## config.mk

```make
export PLATFORM = sky130hd
export DESIGN_NAME = qoa_residual_quantizer
export DESIGN_NICKNAME = d
export VERILOG_FILES = /design/src/rtl/qoa_pkg.sv /design/src/rtl/qoa_serial_mul.sv /design/src/rtl/qoa_residual_quantizer.sv
export SDC_FILE = /design/constraint.sdc
export NUM_CORES = 1
export LEC_CHECK = 0
export ABC_AREA = 1
export BUFFER_PORTS_ARGS = -buffer_cell sky130_fd_sc_hd__buf_4
export CORE_ASPECT_RATIO = 1.4
export CORE_MARGIN = 5
export CORE_UTILIZATION = 40
export CTS_BUF_LIST = sky130_fd_sc_hd__clkbuf_4 sky130_fd_sc_hd__clkbuf_8
export DETAILED_ROUTE_END_ITERATION = 10
export PLACE_DENSITY = 0.56
export RECOVER_POWER = 50
export SLEW_MARGIN = 20
export SYNTH_ARGS = -nofsm -noshare
export SYNTH_HDL_FRONTEND = slang
export SYNTH_SLANG_ARGS = --single-unit
```

## constraint.sdc

```tcl
create_clock -name clk -period 12.4 [get_ports clk]
set_input_delay 1.86 -clock clk [delete_from_list [all_inputs] [get_ports clk]]
set_output_delay 1.86 -clock clk [all_outputs]
set_load 0.1 [all_outputs]
```

## src/rtl/qoa_pkg.sv

```systemverilog
`default_nettype none
// ============================================================================
//  Module   : qoa_pkg
//  Purpose  : Shared constants and helpers for the QOA residual quantizer:
//             FSM state encoding, scalefactor reciprocals, the residual to
//             code mapping, the dequantization table and a 16-bit clamp.
//  Ports    : none (package)
//  Revision : 1.0  initial release
// ============================================================================
package qoa_pkg;

    typedef enum logic [2:0] {
        ST_IDLE  = 3'd0,
        ST_RESID = 3'd1,
        ST_MUL   = 3'd2,
        ST_ROUND = 3'd3,
        ST_RECON = 3'd4,
        ST_ERR   = 3'd5
    } state_t;

    // Fixed-point 1/scalefactor in Q16; entry 0 is exactly 1.0 and needs 17 bits.
    localparam logic [16:0] c_recip_tab [16] = '{
        17'd65536, 17'd9363, 17'd3121, 17'd1457, 17'd781, 17'd475, 17'd311, 17'd216,
        17'd156,   17'd117,  17'd90,   17'd71,   17'd57,  17'd47,  17'd39,  17'd32
    };

    // Indexed by the clamped scaled residual plus 8 (range -8..8).
    localparam logic [2:0] c_quant_tab [17] = '{
        3'd7, 3'd7, 3'd7, 3'd5, 3'd5, 3'd3, 3'd3, 3'd1, 3'd0,
        3'd0, 3'd2, 3'd2, 3'd4, 3'd4, 3'd6, 3'd6, 3'd6
    };

    localparam logic signed [15:0] c_dequant_tab [16][8] = '{
        '{16'sd1,    -16'sd1,    16'sd3,    -16'sd3,    16'sd5,    -16'sd5,    16'sd7,     -16'sd7},
        '{16'sd5,    -16'sd5,    16'sd18,   -16'sd18,   16'sd32,   -16'sd32,   16'sd49,    -16'sd49},
        '{16'sd16,   -16'sd16,   16'sd53,   -16'sd53,   16'sd95,   -16'sd95,   16'sd147,   -16'sd147},
        '{16'sd34,   -16'sd34,   16'sd113,  -16'sd113,  16'sd203,  -16'sd203,  16'sd315,   -16'sd315},
        '{16'sd63,   -16'sd63,   16'sd210,  -16'sd210,  16'sd378,  -16'sd378,  16'sd588,   -16'sd588},
        '{16'sd104,  -16'sd104,  16'sd345,  -16'sd345,  16'sd621,  -16'sd621,  16'sd966,   -16'sd966},
        '{16'sd158,  -16'sd158,  16'sd528,  -16'sd528,  16'sd950,  -16'sd950,  16'sd1477,  -16'sd1477},
        '{16'sd228,  -16'sd228,  16'sd760,  -16'sd760,  16'sd1368, -16'sd1368, 16'sd2128,  -16'sd2128},
        '{16'sd316,  -16'sd316,  16'sd1053, -16'sd1053, 16'sd1895, -16'sd1895, 16'sd2947,  -16'sd2947},
        '{16'sd422,  -16'sd422,  16'sd1405, -16'sd1405, 16'sd2529, -16'sd2529, 16'sd3934,  -16'sd3934},
        '{16'sd548,  -16'sd548,  16'sd1828, -16'sd1828, 16'sd3290, -16'sd3290, 16'sd5117,  -16'sd5117},
        '{16'sd696,  -16'sd696,  16'sd2320, -16'sd2320, 16'sd4176, -16'sd4176, 16'sd6496,  -16'sd6496},
        '{16'sd868,  -16'sd868,  16'sd2893, -16'sd2893, 16'sd5207, -16'sd5207, 16'sd8099,  -16'sd8099},
        '{16'sd1064, -16'sd1064, 16'sd3548, -16'sd3548, 16'sd6386, -16'sd6386, 16'sd9933,  -16'sd9933},
        '{16'sd1286, -16'sd1286, 16'sd4288, -16'sd4288, 16'sd7718, -16'sd7718, 16'sd12005, -16'sd12005},
        '{16'sd1536, -16'sd1536, 16'sd5120, -16'sd5120, 16'sd9216, -16'sd9216, 16'sd14336, -16'sd14336}
    };

    function automatic logic signed [15:0] clamp_s16(input logic signed [16:0] x);
        if (x > 17'sd32767)
            return 16'sh7FFF;
        else if (x < -17'sd32768)
            return 16'sh8000;
        else
            return $signed(x[15:0]);
    endfunction

endpackage
`default_nettype wire

```

## src/rtl/qoa_serial_mul.sv

```systemverilog
`default_nettype none
// ============================================================================
//  Module   : qoa_serial_mul
//  Purpose  : 17x17 unsigned shift-add multiplier retiring BITS_PER_CYCLE
//             multiplier bits per step; ceil(17/BITS_PER_CYCLE) steps.
//  Ports    : clk, rst      clock, synchronous active-high reset
//             load          capture a/b and clear the accumulator
//             step          retire the next BITS_PER_CYCLE bits of b
//             a, b          17-bit unsigned operands
//             product       34-bit running product (final once b is used up)
//             done          high during the step that retires the last bits
//  Revision : 1.0  initial release
// ============================================================================
module qoa_serial_mul #(
    parameter int BITS_PER_CYCLE = 1
) (
    input  logic        clk,
    input  logic        rst,
    input  logic        load,
    input  logic        step,
    input  logic [16:0] a,
    input  logic [16:0] b,
    output logic [33:0] product,
    output logic        done
);

    localparam int         c_steps = (17 + BITS_PER_CYCLE - 1) / BITS_PER_CYCLE;
    localparam logic [4:0] c_last  = 5'(c_steps - 1);

    logic [33:0] r_a;
    logic [33:0] r_acc;
    logic [16:0] r_b;
    logic [4:0]  r_cnt;
    logic [33:0] w_partial;

    always_comb begin
        w_partial = '0;
        for (int i = 0; i < BITS_PER_CYCLE; i++) begin
            if (r_b[i])
                w_partial = w_partial + (r_a << i);
        end
    end

    // Once all multiplier bits are shifted out w_partial is zero, so this is
    // already the final product during the last step and stays valid after.
    assign product = r_acc + w_partial;
    assign done    = step && (r_cnt == c_last);

    always_ff @(posedge clk) begin
        if (rst) begin
            r_a   <= '0;
            r_b   <= '0;
            r_acc <= '0;
            r_cnt <= '0;
        end else if (load) begin
            r_a   <= {17'd0, a};
            r_b   <= b;
            r_acc <= '0;
            r_cnt <= '0;
        end else if (step) begin
            r_acc <= product;
            r_a   <= r_a << BITS_PER_CYCLE;
            r_b   <= r_b >> BITS_PER_CYCLE;
            r_cnt <= r_cnt + 5'd1;
        end
    end

endmodule
`default_nettype wire

```

## src/rtl/qoa_residual_quantizer.sv

```systemverilog
`default_nettype none
// ============================================================================
//  Module   : qoa_residual_quantizer
//  Purpose  : QOA encoder sample quantizer. Per request: residual =
//             sample - pred, scaled by the reciprocal of the scalefactor,
//             rounded to a 3-bit code, then dequantized and reconstructed.
//  Ports    : clk, rst      clock, synchronous active-high reset
//             start         request strobe, taken only while busy=0
//             sample, pred  signed 16-bit sample and LMS prediction
//             sf            scalefactor index 0..15
//             busy          operation in progress
//             done          one-cycle pulse, results valid and held
//             q             3-bit quantized residual code
//             dequant       signed dequantized residual
//             recon         signed saturated reconstruction
//             err_sq        (sample-recon)^2, only with QOA_QUANT_ERROR_EN
//  Config   : `define QOA_QUANT_ERROR_EN adds the ERR state and err_sq port.
//  Revision : 1.0  initial release
// ============================================================================
module qoa_residual_quantizer
    import qoa_pkg::*;
#(
    parameter int BITS_PER_CYCLE = 1
) (
    input  logic        clk,
    input  logic        rst,
    input  logic        start,
    input  logic [15:0] sample,
    input  logic [15:0] pred,
    input  logic [3:0]  sf,
    output logic        busy,
    output logic        done,
    output logic [2:0]  q,
    output logic [15:0] dequant,
    output logic [15:0] recon
`ifdef QOA_QUANT_ERROR_EN
    ,
    output logic [31:0] err_sq
`endif
);

    state_t             r_state;
    logic signed [15:0] r_sample;
    logic signed [15:0] r_pred;
    logic [3:0]         r_sf;
    logic               r_vneg;
    logic               r_vzero;
    logic [2:0]         r_qi;
`ifdef QOA_QUANT_ERROR_EN
    logic signed [15:0] r_dq;
    logic signed [15:0] r_rc;
    logic signed [16:0] w_e;
    logic [16:0]        w_e_mag;
`endif

    logic signed [16:0] w_v;
    logic [16:0]        w_v_mag;
    logic               w_mul_load;
    logic               w_mul_step;
    logic               w_mul_done;
    logic [16:0]        w_mul_a;
    logic [16:0]        w_mul_b;
    logic [33:0]        w_prod;
    logic signed [34:0] w_p;
    logic signed [34:0] w_n0;
    logic signed [34:0] w_n1;
    logic signed [34:0] w_nc;
    logic signed [34:0] w_sgn_v;
    logic signed [34:0] w_sgn_n;
    logic [4:0]         w_qidx;
    logic [2:0]         w_q;
    logic signed [15:0] w_dq;
    logic signed [16:0] w_sum;
    logic signed [15:0] w_recon;

    // Residual is at most 17 bits, so the difference never wraps.
    assign w_v     = {r_sample[15], r_sample} - {r_pred[15], r_pred};
    assign w_v_mag = w_v[16] ? 17'(-w_v) : 17'(w_v);

    // Rounding: the sign fixup nudges values that rounded toward zero so a
    // nonzero residual never maps to the zero bucket on the wrong side.
    always_comb begin
        w_p     = r_vneg ? -$signed({1'b0, w_prod}) : $signed({1'b0, w_prod});
        w_n0    = (w_p + 35'sd32768) >>> 16;
        w_sgn_v = r_vzero ? 35'sd0 : (r_vneg ? -35'sd1 : 35'sd1);
        w_sgn_n = (w_n0 == 35'sd0) ? 35'sd0 : (w_n0[34] ? -35'sd1 : 35'sd1);
        w_n1    = w_n0 + w_sgn_v - w_sgn_n;
        if (w_n1 > 35'sd8)
            w_nc = 35'sd8;
        else if (w_n1 < -35'sd8)
            w_nc = -35'sd8;
        else
            w_nc = w_n1;
        w_qidx  = 5'(w_nc + 35'sd8);
        w_q     = c_quant_tab[w_qidx];
    end

    assign w_dq    = c_dequant_tab[r_sf][r_qi];
    assign w_sum   = {r_pred[15], r_pred} + {w_dq[15], w_dq};
    assign w_recon = clamp_s16(w_sum);

`ifdef QOA_QUANT_ERROR_EN
    assign w_e     = {r_sample[15], r_sample} - {w_recon[15], w_recon};
    assign w_e_mag = w_e[16] ? 17'(-w_e) : 17'(w_e);
`endif

    // The multiplier is loaded in the cycle before each serial phase.
    always_comb begin
        w_mul_load = (r_state == ST_RESID);
        w_mul_step = (r_state == ST_MUL);
        w_mul_a    = w_v_mag;
        w_mul_b    = c_recip_tab[r_sf];
`ifdef QOA_QUANT_ERROR_EN
        if (r_state == ST_RECON) begin
            w_mul_load = 1'b1;
            w_mul_a    = w_e_mag;
            w_mul_b    = w_e_mag;
        end
        if (r_state == ST_ERR)
            w_mul_step = 1'b1;
`endif
    end

    qoa_serial_mul #(
        .BITS_PER_CYCLE (BITS_PER_CYCLE)
    ) u_mul (
        .clk     (clk),
        .rst     (rst),
        .load    (w_mul_load),
        .step    (w_mul_step),
        .a       (w_mul_a),
        .b       (w_mul_b),
        .product (w_prod),
        .done    (w_mul_done)
    );

    always_ff @(posedge clk) begin
        if (rst) begin
            r_state  <= ST_IDLE;
            r_sample <= '0;
            r_pred   <= '0;
            r_sf     <= '0;
            r_vneg   <= 1'b0;
            r_vzero  <= 1'b0;
            r_qi     <= '0;
            busy     <= 1'b0;
            done     <= 1'b0;
            q        <= '0;
            dequant  <= '0;
            recon    <= '0;
`ifdef QOA_QUANT_ERROR_EN
            r_dq     <= '0;
            r_rc     <= '0;
            err_sq   <= '0;
`endif
        end else begin
            done <= 1'b0;
            case (r_state)
                ST_IDLE: begin
                    if (start) begin
                        r_sample <= $signed(sample);
                        r_pred   <= $signed(pred);
                        r_sf     <= sf;
                        busy     <= 1'b1;
                        r_state  <= ST_RESID;
                    end
                end
                ST_RESID: begin
                    r_vneg  <= w_v[16];
                    r_vzero <= (w_v == 17'sd0);
                    r_state <= ST_MUL;
                end
                ST_MUL: begin
                    if (w_mul_done)
                        r_state <= ST_ROUND;
                end
                ST_ROUND: begin
                    r_qi    <= w_q;
                    r_state <= ST_RECON;
                end
                ST_RECON: begin
`ifdef QOA_QUANT_ERROR_EN
                    r_dq    <= w_dq;
                    r_rc    <= w_recon;
                    r_state <= ST_ERR;
`else
                    q       <= r_qi;
                    dequant <= w_dq;
                    recon   <= w_recon;
                    done    <= 1'b1;
                    busy    <= 1'b0;
                    r_state <= ST_IDLE;
`endif
                end
`ifdef QOA_QUANT_ERROR_EN
                ST_ERR: begin
                    if (w_mul_done) begin
                        q       <= r_qi;
                        dequant <= r_dq;
                        recon   <= r_rc;
                        err_sq  <= (|w_prod[33:32]) ? 32'hFFFF_FFFF : w_prod[31:0];
                        done    <= 1'b1;
                        busy    <= 1'b0;
                        r_state <= ST_IDLE;
                    end
                end
`endif
                default: r_state <= ST_IDLE;
            endcase
        end
    end

endmodule
`default_nettype wire

```

**After elaboration in Yosys (flattened, before gate mapping)**

Memory sizes are Yosys's and may differ from the RTL's. A register that Yosys moved wholly into a read port is not among the register bits.
Cells that the tools add are included.

- Memories kept: 3
- Memory bits (read-only): 2416
- Output and inout port bits: 37
- Register bits: 168
- Logic and storage cells: 83
- Input bits: 39

- Muxes and demuxes: 28
- $add $sub $neg: 10
- Reductions and logical operators: 10
- Magnitude comparators: 6
- Equal/unequal tests: 7
- Bitwise operators: 3

Memory list:

| name | depth | bits a word | rd ports | clocked after Yosys merged registers in | wr ports | line | text |
|---|---|---|---|---|---|---|---|
| (name not given) | 16 | 128 | 1 | 0 | 0 | qoa_residual_quantizer.sv:98 | `assign w_dq = c_dequant_tab[r_sf][r_qi];` |
| (name not given) | 16 | 17 | 1 | 0 | 0 | qoa_residual_quantizer.sv:112 | `w_mul_b = c_recip_tab[r_sf];` |
| (name not given) | 32 | 3 | 1 | 1 | 0 | qoa_residual_quantizer.sv:95 | `w_q = c_quant_tab[w_qidx];` |

Operator list:

| operator | number |
|---|---|
| $mux 128 | 2 |
| $mux 35 | 5 |
| $mux 17 | 7 |
| $mux 16 | 4 |
| $bmux 16 s3 | 1 |
| $add 19x35->35 | 1 |
| $add 35x17->35 const B | 1 |
| $gt 35x5->1 const B | 1 |
| $logic_not 35->1 | 1 |
| $lt 35x4->1 const B | 1 |
| $neg 34->35 | 1 |
| $sub 35x35->35 | 1 |
| $add 34x34->34 | 1 |
| $mux 34 | 1 |
| $add 16x16->17 | 1 |
| $gt 17x16->1 const B | 1 |
| $logic_not 17->1 | 1 |
| $lt 17x16->1 const B | 1 |
| $neg 17->17 | 1 |
| $sub 16x16->17 | 1 |
| $pmux 3 s4 | 1 |
| $mux 5 | 2 |
| $eq 3x2->1 const B | 2 |
| $mux 3 | 2 |
| 18 further kinds | 23 |

**Depth between registers and ports, before layout**

- Word-level depth: 13
- Mapped depth: 60

**Hierarchy**

From an unflattened synthesis, not the netlist that was laid out.

- Cell total of the unflattened synthesis: 2726
- Area, all modules: 16537.1 µm²

Modules (own cells, without submodules):

| module | area an instance (µm²) | times used | cells each |
|---|---|---|---|
| qoa_residual_quantizer | 10493.8 | 1 | 1746 |
| qoa_serial_mul | 6043.3 | 1 | 980 |

**Worst setup path before layout**

OpenSTA, ideal clock, no wires.

- Path type: register to register
- Start: register u_mul.r_b[0]
- End: register r_qi[1]
- Cell stages (with the launch flop): 52
- Clock period less this slack: 6.659 ns
- Slack: 5.741 ns
- Path buffers: 1
- Data arrival time: 6.539 ns
- Cell sequence: dfxtp_1 > clkbuf_1 > nand2_1 > inv_1 > ha_1 > inv_1 > fa_1 > inv_1 > nand2_1 > nand2_1 > nand3_1 > nand2_1 > nand2_1 > nand3_1 > nand2_2 > nor2_2 > inv_2 > nor2_2 > (+16 left out) > nor2_1 > o21bai_1 > nand2_1 > nand2_1 > a21oi_1 > nand2_1 > nand2_1 > nand2_1 > nor3_1 > nand4_1 > nand3_1 > nand2_1 > inv_1 > nand2_1 > ha_1 > nand3b_1 > nand3_1 > a21oi_1

- Cells in the longest elaborated chain, start to end: 13
- Elaborated cells on any way between the ends: 16
- Those cells by class: 6 x add/sub; 2 x order compare; 6 x mux; 1 x bitwise; 1 x reduce/logical

RTL lines:

| item | line | text |
|---|---|---|
| start: declaration | qoa_serial_mul.sv:32 | `logic [16:0] r_b;` |
| start signal: assignment | qoa_serial_mul.sv:63 | `r_b <= r_b >> BITS_PER_CYCLE;` |
| $mux 34 (*) | qoa_serial_mul.sv:39 | `if (r_b[i])` |
| $add 34x34->34 (*) | qoa_serial_mul.sv:46 | `assign product = r_acc + w_partial;` |
| $neg 34->35 | qoa_residual_quantizer.sv:83 | `w_p = r_vneg ? -$signed({1'b0, w_prod}) : $signed({1'b0, w_prod});` |
| $mux 35 (*) | qoa_residual_quantizer.sv:83 |  |
| $add 35x17->35 (*) | qoa_residual_quantizer.sv:84 | `w_n0 = (w_p + 35'sd32768) >>> 16;` |
| branches (longest 2 deep; another with $add 19x35->35) | - |  |
| $sub 35x35->35 (*) | qoa_residual_quantizer.sv:87 | `w_n1 = w_n0 + w_sgn_v - w_sgn_n;` |
| $lt 35x4->1 | qoa_residual_quantizer.sv:90 | `else if (w_n1 < -35'sd8)` |
| $mux 5 | qoa_residual_quantizer.sv:90 |  |
| $mux 5 (*) | qoa_residual_quantizer.sv:88 | `if (w_n1 > 35'sd8)` |
| $add 5x5->5 (*) | qoa_residual_quantizer.sv:94 | `w_qidx = 5'(w_nc + 35'sd8);` |
| $not 5->6 (not written as such) (*) | qoa_residual_quantizer.sv:95 |  |
| end: declaration | qoa_residual_quantizer.sv:48 | `logic [2:0] r_qi;` |

Every way passes the cells marked *.
A chain may end at the register's enable or synchronous reset.

**Worst setup path in the final report**

Same ends and word-level chain as after synthesis.

==> results.ini <==
[sta]
slew_viol_final = 192
finClkSkew_ns = 0.0207
finalSetupTns_ns = 0
fmax_ghz = 0.122
tightest_slew_ns = 2.22
relSlewSlack_pct = -48.6
fin_crit_sh_pct = 66.0
setup_violations = 0
hold_ws_ns = 0.458
period_needed_ns = 8.19
rsz0062_at_grt = no
hold_viol = 0

[worst_setup_path]
arrival_ns = 8.56
crit_top_cell = nand2_1
critical_path_buf_inv_count = 7
critPathCaptureType = flip-flop
path_delay_family = simple AND/OR/NAND/NOR gates
cp_slowest_stage_delay_ns = 0.75
startpoint_type = flip-flop
critPathSlowestCell = dfxtp_2
worst-path-max-fanout = 35
critPathRequiredTime_ns = 12.77
critPathKind = flip-flop to flip-flop

[logic_synthesis]
ys_async_sr_fraction_pct = 0
ys_types = 53
yosysSeqAreaShare_pct = 20.4
syn_area_per_cell_sq_um = 5.90
synth_edf_count = 0
yosys_warnings = 0
ys_ff_latch = 169
synthesis.instances = 2817
synth_fp_nets = 2998
synth_flop_cell = dfxtp_1
netlist_area_sq_mm = 0.0166

[detailed_routing]
ant_nets = 0
vias = 17800
drc = 0
via_per_inst = 5.25
wl_per_cell_um = 16.4
totalWireLength_um = 55400
drt-initial-drc-count = 1115
drtPass1Iterations = 6

[cts]
cts_hold_buffers = 0
ctsHtreeMaxLevel = 4
cts_root_buf = clkbuf_8
insertion_delay_ns = 0.50
clock-sinks = 169
postCtsSetupRepairBufs = 0
clkTransAtPathRegs_ns = 0.10
cts_resized = 0
cts_tree = yes
cts_buffers = 17
cts_buffer_depth = 2

[finish]
final_cell_area_sq_mm = 0.0179
post-route-util_pct = 43.4
final_cells = 3384
area_growth_syn_to_layout_pct = 7.65
drive_gt1_share_pct = 6.22
antenna_cells = 0
layout_common_cells = nand2_1 (778), inv_1 (435), nor2_1 (278)
nets = 3012
final_common_cell = nand2_1

[placement]
dp.cells = 3351
gp_congestion = 1.03
hpwl_um = 43600
place_area_sq_mm = 0.0176
port_buffers = 75

[run]
maxCapViolCount = 4

[power_and_ir_drop]
power.leakage_nw = 9.33
powerDensity_mw_per_mm2 = 191
ir_worst_vdd_uv = 114

[global_routing]
grt.total_usage_pct = 23.7
grt_pass1_wl_um = 88800
antenna_found_initial = 0
grt_pass1_vias = 17100
gr-total-overflow = 0
grt_max_degree = 106

[floorplanning]
dieArea_sq_mm = 0.0458
fp-row-count = 88
io_pins = 76
start_util_pct = 40.4
fp.dieW_um = 182
core_area_sq_mm = 0.0412
die_h_um = 251

[status]
violations = capacitance limit, slew limit
status = finished with violations

[hold_path]
worst_hold_path_type = flip-flop to flip-flop

[power breakdown]
| part | total (mW) | internal [mW] | switching, mW | leakage [nW] |
|---|---|---|---|---|
| Combinational | 2.34 | 0.766 | 1.57 | 7.74 |
| Sequential | 0.662 | 0.607 | 0.0555 | 1.38 |
| Clock | 0.417 | 0.190 | 0.227 | 0.212 |
[layer usage]
metal	track usage (%)	up-vias	part of all wire, %
li1	-	9034	-
met1	28.4	8066	42
met2	41.9	536	49
met3	2.92	141	4.4
met4	11.1	0	4.8
met5	0	-	0
[flip-flops by register name (all words and copies together), names as in the netlist]
signal,flops
r_sample,16
r_state,3
u_mul.r_cnt,5
r_sf,4
r_vzero,1
r_pred,16
q,3
busy,1
u_mul.r_b,17
dequant,14
r_vneg,1
recon,16
u_mul.r_acc,34
r_qi,3
done,1
u_mul.r_a,34
[kinds of logic after synthesis]
logic type,count (synthesis),share of synthesized area [%]
xor+xnor,58,3.06
fa+ha+maj,142,11.6
simple gates,1387,35.4
flops,169,20.4
buf+inv,552,12.5
compound gates,509,17.0
[area by class of cell]
class | instances | area (sq um)
fillers | 4551 | 23300
multi-input cells | 2096 | 11200
flip-flops and latches | 169 | 3390
inverters | 458 | 1720
well taps | 540 | 676
repair buffers | 89 | 538
clock buffers | 18 | 248
clock inverters | 14 | 160
[worst reg2reg max path: cells and delay by family, from the launching register on]
family | cells | cell delay, ns
and+or+nand+nor | 37 | 4.42
adders and majority gates | 7 | 1.96
DFF | 1 | 0.75
buffers and inverters | 7 | 0.59
AOI/OAI and AO/OA | 3 | 0.40
[worst paths after layout]
path / endpoint / from / cells after the start / slack, ns
setup / recovery: r_qi[1] / u_mul.r_b[0] / 54 / 4.21
hold / removal: r_sample[6] / r_sample[6] / 2 / 0.46
setup reg to reg: r_qi[1] / u_mul.r_b[0] / 54 / 4.21
hold reg to reg: r_sample[6] / r_sample[6] / 2 / 0.46
[per-stage QoR]
step                      setup WS (ns)  total power, mW
after floorplan                    5.74             2.42
after global placement             3.91             2.97
after detailed placement           3.83             2.98
after CTS                          3.80             3.42
after global routing               3.27             3.75
final                              4.21             3.42
[cell usage after synthesis, drive strengths merged (5+ instances only)]
cell type | n | area [sq um]
nand2 | 809 | 3120
inv | 448 | 1680
nor2 | 308 | 1270
a21oi | 202 | 1010
o21ai | 196 | 981
nand3 | 181 | 966
dfxtp | 169 | 3380
ha | 121 | 1510
clkbuf | 76 | 285
xor2 | 45 | 394
o211ai | 42 | 315
nor3 | 30 | 150
nand4 | 29 | 181
fa | 21 | 420
buf | 18 | 81.3
a31oi | 14 | 87.6
xnor2 | 13 | 114
o31ai | 12 | 90.1
clkinv | 10 | 37.5
nor4 | 9 | 56.3
and2 | 8 | 50.1
o221ai | 8 | 70.1
o21bai | 6 | 45.0
a21o | 5 | 37.5
or2 | 5 | 31.3
Note: power is estimated with default switching activity, not from simulation.
